## src/rtl/regfile_reader.sv

```systemverilog
// regfile_reader
//   Read side of the 32-entry CPU register file. It holds 32 registers of WIDTH
//   bits and accepts one write per cycle. Register ZERO_REG always reads as zero,
//   and writes to it are dropped. Two registered read ports forward a write made
//   in the same cycle. A debug scan engine streams all 32 registers, in order,
//   over a valid/ready channel.
//
// Ports
//   clk          rising-edge clock for all state
//   reset        asynchronous, active-low; clears every register and the scan engine
//   writeEnable  write strobe for wr_addr / wr_data
//   wr_addr      write register index
//   wr_data      write data
//   rd_addr_a/b  read port indices
//   rd_data_a/b  registered read data, one cycle after the address
//   scan_start   pulse to begin a 32-beat dump (ignored while busy)
//   scan_valid   scan_data / scan_idx hold a beat
//   scan_ready   consumer accepts the beat when scan_valid is also high
//   scan_data    streamed register value
//   scan_idx     index of the streamed register
//   scan_busy    scan engine is not idle
module regfile_reader #(
  parameter int WIDTH    = 64,
  parameter int ZERO_REG = 31
) (
  input  logic             clk,
  input  logic             reset,
  input  logic             writeEnable,
  input  logic [4:0]       wr_addr,
  input  logic [WIDTH-1:0] wr_data,
  input  logic [4:0]       rd_addr_a,
  input  logic [4:0]       rd_addr_b,
  output logic [WIDTH-1:0] rd_data_a,
  output logic [WIDTH-1:0] rd_data_b,
  input  logic             scan_start,
  output logic             scan_valid,
  input  logic             scan_ready,
  output logic [WIDTH-1:0] scan_data,
  output logic [4:0]       scan_idx,
  output logic             scan_busy
);

  localparam logic [4:0] ZERO_IDX = 5'(ZERO_REG);
  localparam logic [4:0] LAST_IDX = 5'd31;

  typedef enum logic [1:0] {
    IDLE,
    LOAD,
    SEND
  } scan_state_t;

  scan_state_t      state;
  scan_state_t      next_state;
  logic [4:0]       ptr;
  logic [4:0]       next_ptr;
  logic [WIDTH-1:0] regs [32];
  logic [WIDTH-1:0] fwd_a;
  logic [WIDTH-1:0] fwd_b;
  logic [WIDTH-1:0] fwd_scan;

  // Effective value of each read index. The zero register wins over
  // forwarding, so a write aimed at it can never leak through.
  always_comb begin
    fwd_a    = '0;
    fwd_b    = '0;
    fwd_scan = '0;
    if (rd_addr_a != ZERO_IDX) begin
      fwd_a = (writeEnable && wr_addr == rd_addr_a) ? wr_data : regs[rd_addr_a];
    end
    if (rd_addr_b != ZERO_IDX) begin
      fwd_b = (writeEnable && wr_addr == rd_addr_b) ? wr_data : regs[rd_addr_b];
    end
    if (ptr != ZERO_IDX) begin
      fwd_scan = (writeEnable && wr_addr == ptr) ? wr_data : regs[ptr];
    end
  end

  // Register array. Writes to the zero register are dropped.
  always_ff @(posedge clk or negedge reset) begin
    if (!reset) begin
      for (int i = 0; i < 32; i++) begin
        regs[i] <= '0;
      end
    end else if (writeEnable && wr_addr != ZERO_IDX) begin
      regs[wr_addr] <= wr_data;
    end
  end

  // Registered read ports.
  always_ff @(posedge clk or negedge reset) begin
    if (!reset) begin
      rd_data_a <= '0;
      rd_data_b <= '0;
    end else begin
      rd_data_a <= fwd_a;
      rd_data_b <= fwd_b;
    end
  end

  // Scan engine state and pointer.
  always_ff @(posedge clk or negedge reset) begin
    if (!reset) begin
      state <= IDLE;
      ptr   <= '0;
    end else begin
      state <= next_state;
      ptr   <= next_ptr;
    end
  end

  // The beat is captured only in LOAD. It is therefore frozen for all of
  // SEND, so a later write to the same register cannot change a beat in flight.
  always_ff @(posedge clk or negedge reset) begin
    if (!reset) begin
      scan_data <= '0;
      scan_idx  <= '0;
    end else if (state == LOAD) begin
      scan_data <= fwd_scan;
      scan_idx  <= ptr;
    end
  end

  // Next-state logic. Going through LOAD -> SEND for every register gives
  // at most one beat every two cycles.
  always_comb begin
    next_state = state;
    next_ptr   = ptr;
    case (state)
      IDLE: begin
        if (scan_start) begin
          next_state = LOAD;
          next_ptr   = '0;
        end
      end
      LOAD: begin
        next_state = SEND;
      end
      SEND: begin
        if (scan_ready) begin
          if (ptr == LAST_IDX) begin
            next_state = IDLE;
          end else begin
            next_state = LOAD;
            next_ptr   = ptr + 5'd1;
          end
        end
      end
      default: begin
        next_state = IDLE;
      end
    endcase
  end

  assign scan_valid = (state == SEND);
  assign scan_busy  = (state != IDLE);

endmodule
```

## config.mk

```make
export PLATFORM = sky130hd
export DESIGN_NAME = regfile_reader
export DESIGN_NICKNAME = d
export VERILOG_FILES = /design/src/rtl/regfile_reader.sv
export SDC_FILE = /design/constraint.sdc
export NUM_CORES = 2
export LEC_CHECK = 0
export CAP_MARGIN = 20
export CORE_MARGIN = 2
export CORE_UTILIZATION = 30
export CTS_CLUSTER_DIAMETER = 200
export CTS_CLUSTER_SIZE = 40
export DETAILED_ROUTE_END_ITERATION = 8
export GPL_ROUTABILITY_DRIVEN = 0
export PLACE_DENSITY = 0.4
export SLEW_MARGIN = 15
export SYNTH_ARGS = -nofsm -noshare
export SYNTH_HDL_FRONTEND = slang
export SYNTH_SLANG_ARGS = --single-unit
```

## constraint.sdc

```tcl
create_clock -name clk -period 3.4 [get_ports clk]
set_clock_uncertainty 0.15 [all_clocks]
set_input_delay 1.02 -clock clk [delete_from_list [all_inputs] [get_ports clk]]
set_output_delay 1.02 -clock clk [all_outputs]
set_load 0.01 [all_outputs]
```

### After elaboration in Yosys (flattened, before gate mapping)

Cells that the tools add are included.
Widths: inputs -> output; s select.

* flip-flop bits (word level): 2252
* input bits: 84
* word-level logic and storage cells: 97

* $add $sub $neg: 1
* $lt $le $gt $ge: 5
* eq/ne operators: 13
* multiplexer cells: 26
* bitwise operators: 4
* reductions and logical operators: 10

Operators with widths (count)
* $bwmux 2048: 1
* $bmux 64 s5: 3
* $mux 64: 13
* $demux 64 s5: 1
* $ge 6x6->1 const B: 4
* $not 5->6: 4
* $ne 5x5->1 const B: 4
* $eq 5x5->1: 3
* $mux 5: 3
* $pmux 5 s2: 1
* $lt 6x1->1 const B: 1
* $pmux 2 s3: 1
* $add 5x1->5 const B: 1
* $eq 5x5->1 const B: 1
* $logic_and 1x1->1: 5
* $mux 2: 2
* $ne 2x2->1 const B: 2
* $reduce_and 4->1: 1
* $reduce_bool 2->1: 2
* $eq 2x1->1 const B: 1
* $eq 2x2->1 const B: 1
* $logic_not 2->1: 1
* $ne 2x1->1 const B: 1
* $reduce_and 2->1: 1
* $mux 1: 1

### Depth between registers and ports, before layout

* word-level depth: 6
* gate-level depth with buffers: 12
* depth with buffers taken out: 8

### Worst setup path before layout

OpenSTA, ideal clock, no wires.

* path type: input to register
* start point: in rd_addr_a[0]
* end point: reg rd_data_a[40]
* library setup time: 122 ps
* arrival: 2783 ps
* required time: 3128 ps
* setup slack: 345 ps
* stages on the path: 8
* buffers on the path: 4
* path through: buf_4 -> buf_6 -> buf_2 -> buf_2 -> mux4_2 -> mux2i_1 -> o21ai_0 -> a32o_1

* word-level cells in the longest chain between the ends: 6
* elaborated cells on any way between the ends: 9

RTL lines
* from (decl): RTL line 31 `input logic [4:0] rd_addr_a,`
* $not 5->6 (not written as such): RTL line 68 `fwd_a = (writeEnable && wr_addr == rd_addr_a) ? wr_data : regs[rd_addr_a];`
* $bmux 64 s5: RTL line 68
* $mux 64 (not written as such) (2 in series): RTL line 68
* $mux 64: RTL line 68
* $mux 64 *: RTL line 67 `if (rd_addr_a != ZERO_IDX) begin`
* named net fwd_a[40]: RTL line 57 `logic [WIDTH-1:0] fwd_a;`
* to (signal assigned): RTL line 95 `rd_data_a <= fwd_a;`
* to (decl): RTL line 33 `output logic [WIDTH-1:0] rd_data_a,`

The timed path passes the listed nets; every way through them passes the cells marked *. The select of a mux whose other input is x is not followed.
A chain may end at the register's enable or synchronous reset.

### Worst setup path in the final report

* start point: reg ptr[0]
* end point: reg scan_data[6]

* word-level cells in the longest chain between the ends: 6
* elaborated cells on any way between the ends: 9

RTL lines
* from (decl): RTL line 54 `logic [4:0] ptr;`
* from (signal assigned): RTL line 107 `ptr <= next_ptr;`
* $not 5->6 (not written as such): RTL line 74 `fwd_scan = (writeEnable && wr_addr == ptr) ? wr_data : regs[ptr];`
* $bmux 64 s5: RTL line 74
* $mux 64 (not written as such) (2 in series): RTL line 74
* $mux 64: RTL line 74
* $mux 64 *: RTL line 73 `if (ptr != ZERO_IDX) begin`
* to (signal assigned): RTL line 118 `scan_data <= fwd_scan;`
* to (decl): RTL line 38 `output logic [WIDTH-1:0] scan_data,`

Every way passes the cells marked *; elsewhere a longest branch is shown, timed or not. The select of a mux whose other input is x is not followed.

==> metrics <==
fmax=302.4 MHz; crit path max fanout=9; r2r startpoint=ptr[0]; DRT iter0 DRCs=just over 8000; Crit. End Element=flop; largest net degree at the start of global routing=between 80 and 90; Post-synth top cells=dfrtp_1, mux2_2, mux4_2; Post-Synthesis Cells=approximately 8800; Skew-Pair Late Insertion Delay=a little over 0.9 ns; met2 global-route usage=0.4323; clock root buffer=clkbuf_16; final hold vios=0; Final ANT Viol Nets=0; hold_sp=regs[8]; Post-synth ARST share=1.000; main flop type after synthesis=dfrtp_1; site row count=243; nets@finish=9351; Worst-path clk slew=around 0.17 ns; relative slew slack=0.2006; Routed WL=just under 600000 um; Critical Path RT=just over 4 ns; post-CTS setup buffer count=0; Global Route met1 Usage=0.3612; Netlist cell types=68; Final Max Slew Viols=0; Die Y=667.8 um; worst slew pin tran=1.197 ns; Post-DP HPWL=399000 um; cell with the most instances after synthesis=dfrtp_1; Leak=about 63 nW; drc violations=0; syn nets=8893; Worst VDD drop=approximately 0.52 mV; fin crit period=~3.3 ns; Max Cap Viol=0; initial antenna violation count=28; Final WS setup=between 0.09 and 0.1 ns; I/O Pins=approximately 280; vias per cell=between 5 and 6; critical path arrival=around 4 ns; Port Buffers=~280; post-route cell area=154100 um2; register area share after synthesis=0.4263; CTS tree=yes; area of placed instances=about 150000 um2; sequential cell area=56390 um2; drt first pass iters=5; Core ar.=438400 um2; Post-synth EDFFs=0; die width=about 670 um; pre-CTS WS=-0.5662 ns; fill cell count=between 40000 and 50000; endpoints failing setup=0; Worst Hold Class=flop to flop; status=complete, no violations; worst-case clock buffer depth=4; H-tree levels=3; CP Class=flop to flop; YS warnings=0; GRT overflow=0; TritonCTS Buffers=~70; fraction of layout cells with a size suffix above 1=0.5210; Mean Syn Cell Area=15.01 um2; gr usage total=0.2618; cell taking the most area after synthesis=dfrtp_1; CP startpoint kind=flop; Die Area=about 450000 um2; first-pass GRT wire length=around 820000 um; Mapped Area=132200 um2; layout overhead on the synthesized area=16.57%; number of register bits inferred by synthesis=2252; global routing met3 resource utilization=0.02999; Synth area leaders=dfrtp_1, mux4_2, mux2_2, mux2i_1, clkbuf_1; DR WL/cell=between 30 and 40 um; RSZ-0062 raised after global routing=no; DR vias=approximately 90000; CP Launch Point=ptr[0]; Pwr per Cell Area=just over 500 nW/um2; Initial Util=0.3015; GRT busiest layer=met2; multi-input logic area=71210 um2; top cell type's share of synthesized area=0.4263; vias in the first global route=between 90000 and 100k; fin crit share=0.9726; clock sink count=between 2000 and 2500
==> path summary, 6_finish.rpt <==
kind	endpoint	slack (ns)	cells after the start
worst min register to register	regs[8]	0.28	0
min in group asynchronous	regs[721]	0.59	2
max in group asynchronous	regs[198]	1.35	4
worst min-delay path	regs[8]	0.28	0
worst max register to register	scan_data[6]	0.09	8
worst max-delay path	scan_data[6]	0.09	8
==> per-stage QoR <==
step,utilization,setup TNS [ns],hold slack [ns],cells,total power (W)
global placement,0.3469,-317.24,0.2435,15070,0.06660
global route,0.3514,0,0.3011,15156,0.08361
detailed placement,0.3469,-288.31,0.2530,15071,0.06716
floorplan,-,0,0.3064,8807,0.05520
CTS,0.3514,0,0.2844,15154,0.08065
finish,0.3515,0,0.2803,15164,0.07995
==> power by group <==
part           internal [W]  switching [W]  total (W)
combinational        0.0164         0.0125     0.0289
clock               0.00399        0.00936     0.0133
sequential           0.0320        0.00571     0.0377
total                0.0524         0.0276     0.0800
==> sequential cells by signal, indices dropped and copies added, names as in the netlist <==
signal     cells
ptr            5
state          2
rd_data_a     64
scan_idx       5
rd_data_b     64
regs        2048
scan_data     64
==> critical path, stage by stage (launching register included) <==
cell and delay [ns]:
dfrtp_4 0.61, ha_1 0.26, and3_1 0.19, ha_1 0.28
nand2b_1 0.29, nor2_4 0.85, nand4_1 0.34, buf_12 0.23
nand2_1 0.05
==> area by class of cell <==
cell class                      instances  area share
Antenna cell                           10   0.0001624
Clock buffer                           76     0.01193
Clock inverter                          6   0.0006008
Inverter                                7   0.0002679
Multi-Input combinational cell       5511      0.4621
Sequential cell                      2252      0.3659
Tap cell                             5880     0.04774
Timing Repair Buffer                 1422      0.1112
==> kinds of logic (layout without fill, tap and decap cells) <==
group | count (synthesis) | in the layout | share of synthesized area
mux | 4083 | 4083 | 0.4710
flops | 2252 | 2252 | 0.4263
buf+inv | 1044 | 1511 | 0.03784
compound gates | 849 | 849 | 0.04468
simple gates | 560 | 560 | 0.01889
xor+xnor | 17 | 17 | 0.001126
fa+ha+maj | 2 | 2 | 0.0001893
other cells | 0 | 10 | 0
==> cell usage in the layout (no fill, tap or decap), types with 14 or more instances in the layout <==
master / synthesis / routed
clkdlybuf4s50_1: 0 / 269
nor3_1: 18 / 17
a32o_1: 76 / 76
a221o_1: 26 / 26
nor2_4: 0 / 21
clkbuf_16: 0 / 73
o22ai_1: 98 / 98
a21oi_1: 104 / 104
mux4_2: 1503 / 1503
mux2i_1: 541 / 541
a211oi_1: 87 / 87
o31ai_1: 16 / 16
mux2_1: 24 / 24
dfrtp_2: 0 / 15
nand2_4: 0 / 14
mux2_2: 2013 / 2013
a22oi_1: 110 / 110
o221ai_1: 57 / 57
buf_12: 3 / 456
and2_1: 22 / 19
o21ai_0: 167 / 167
nand3_1: 29 / 28
nand2_1: 319 / 304
buf_4: 66 / 682
nor2_1: 91 / 73
dfrtp_1: 2252 / 2232
o21ai_1: 20 / 20
nor2b_1: 22 / 17
a2111oi_0: 20 / 20
==> metal layers <==
metal,vias up,share of wire
met4,6,0.035
met5,-,0.000059
met2,3097,0.48
li1,35647,-
met3,625,0.048
met1,50609,0.43
==> repair_timing <==
item / 4_1_cts / 5_1_grt
hold endpoints to repair: 24 / 0
setup endpoints to repair: 15 / 0
gates resized for setup: 20 / 0
hold buffers: 1 / 0
No activity file was read; power rests on OpenSTA's default activity.
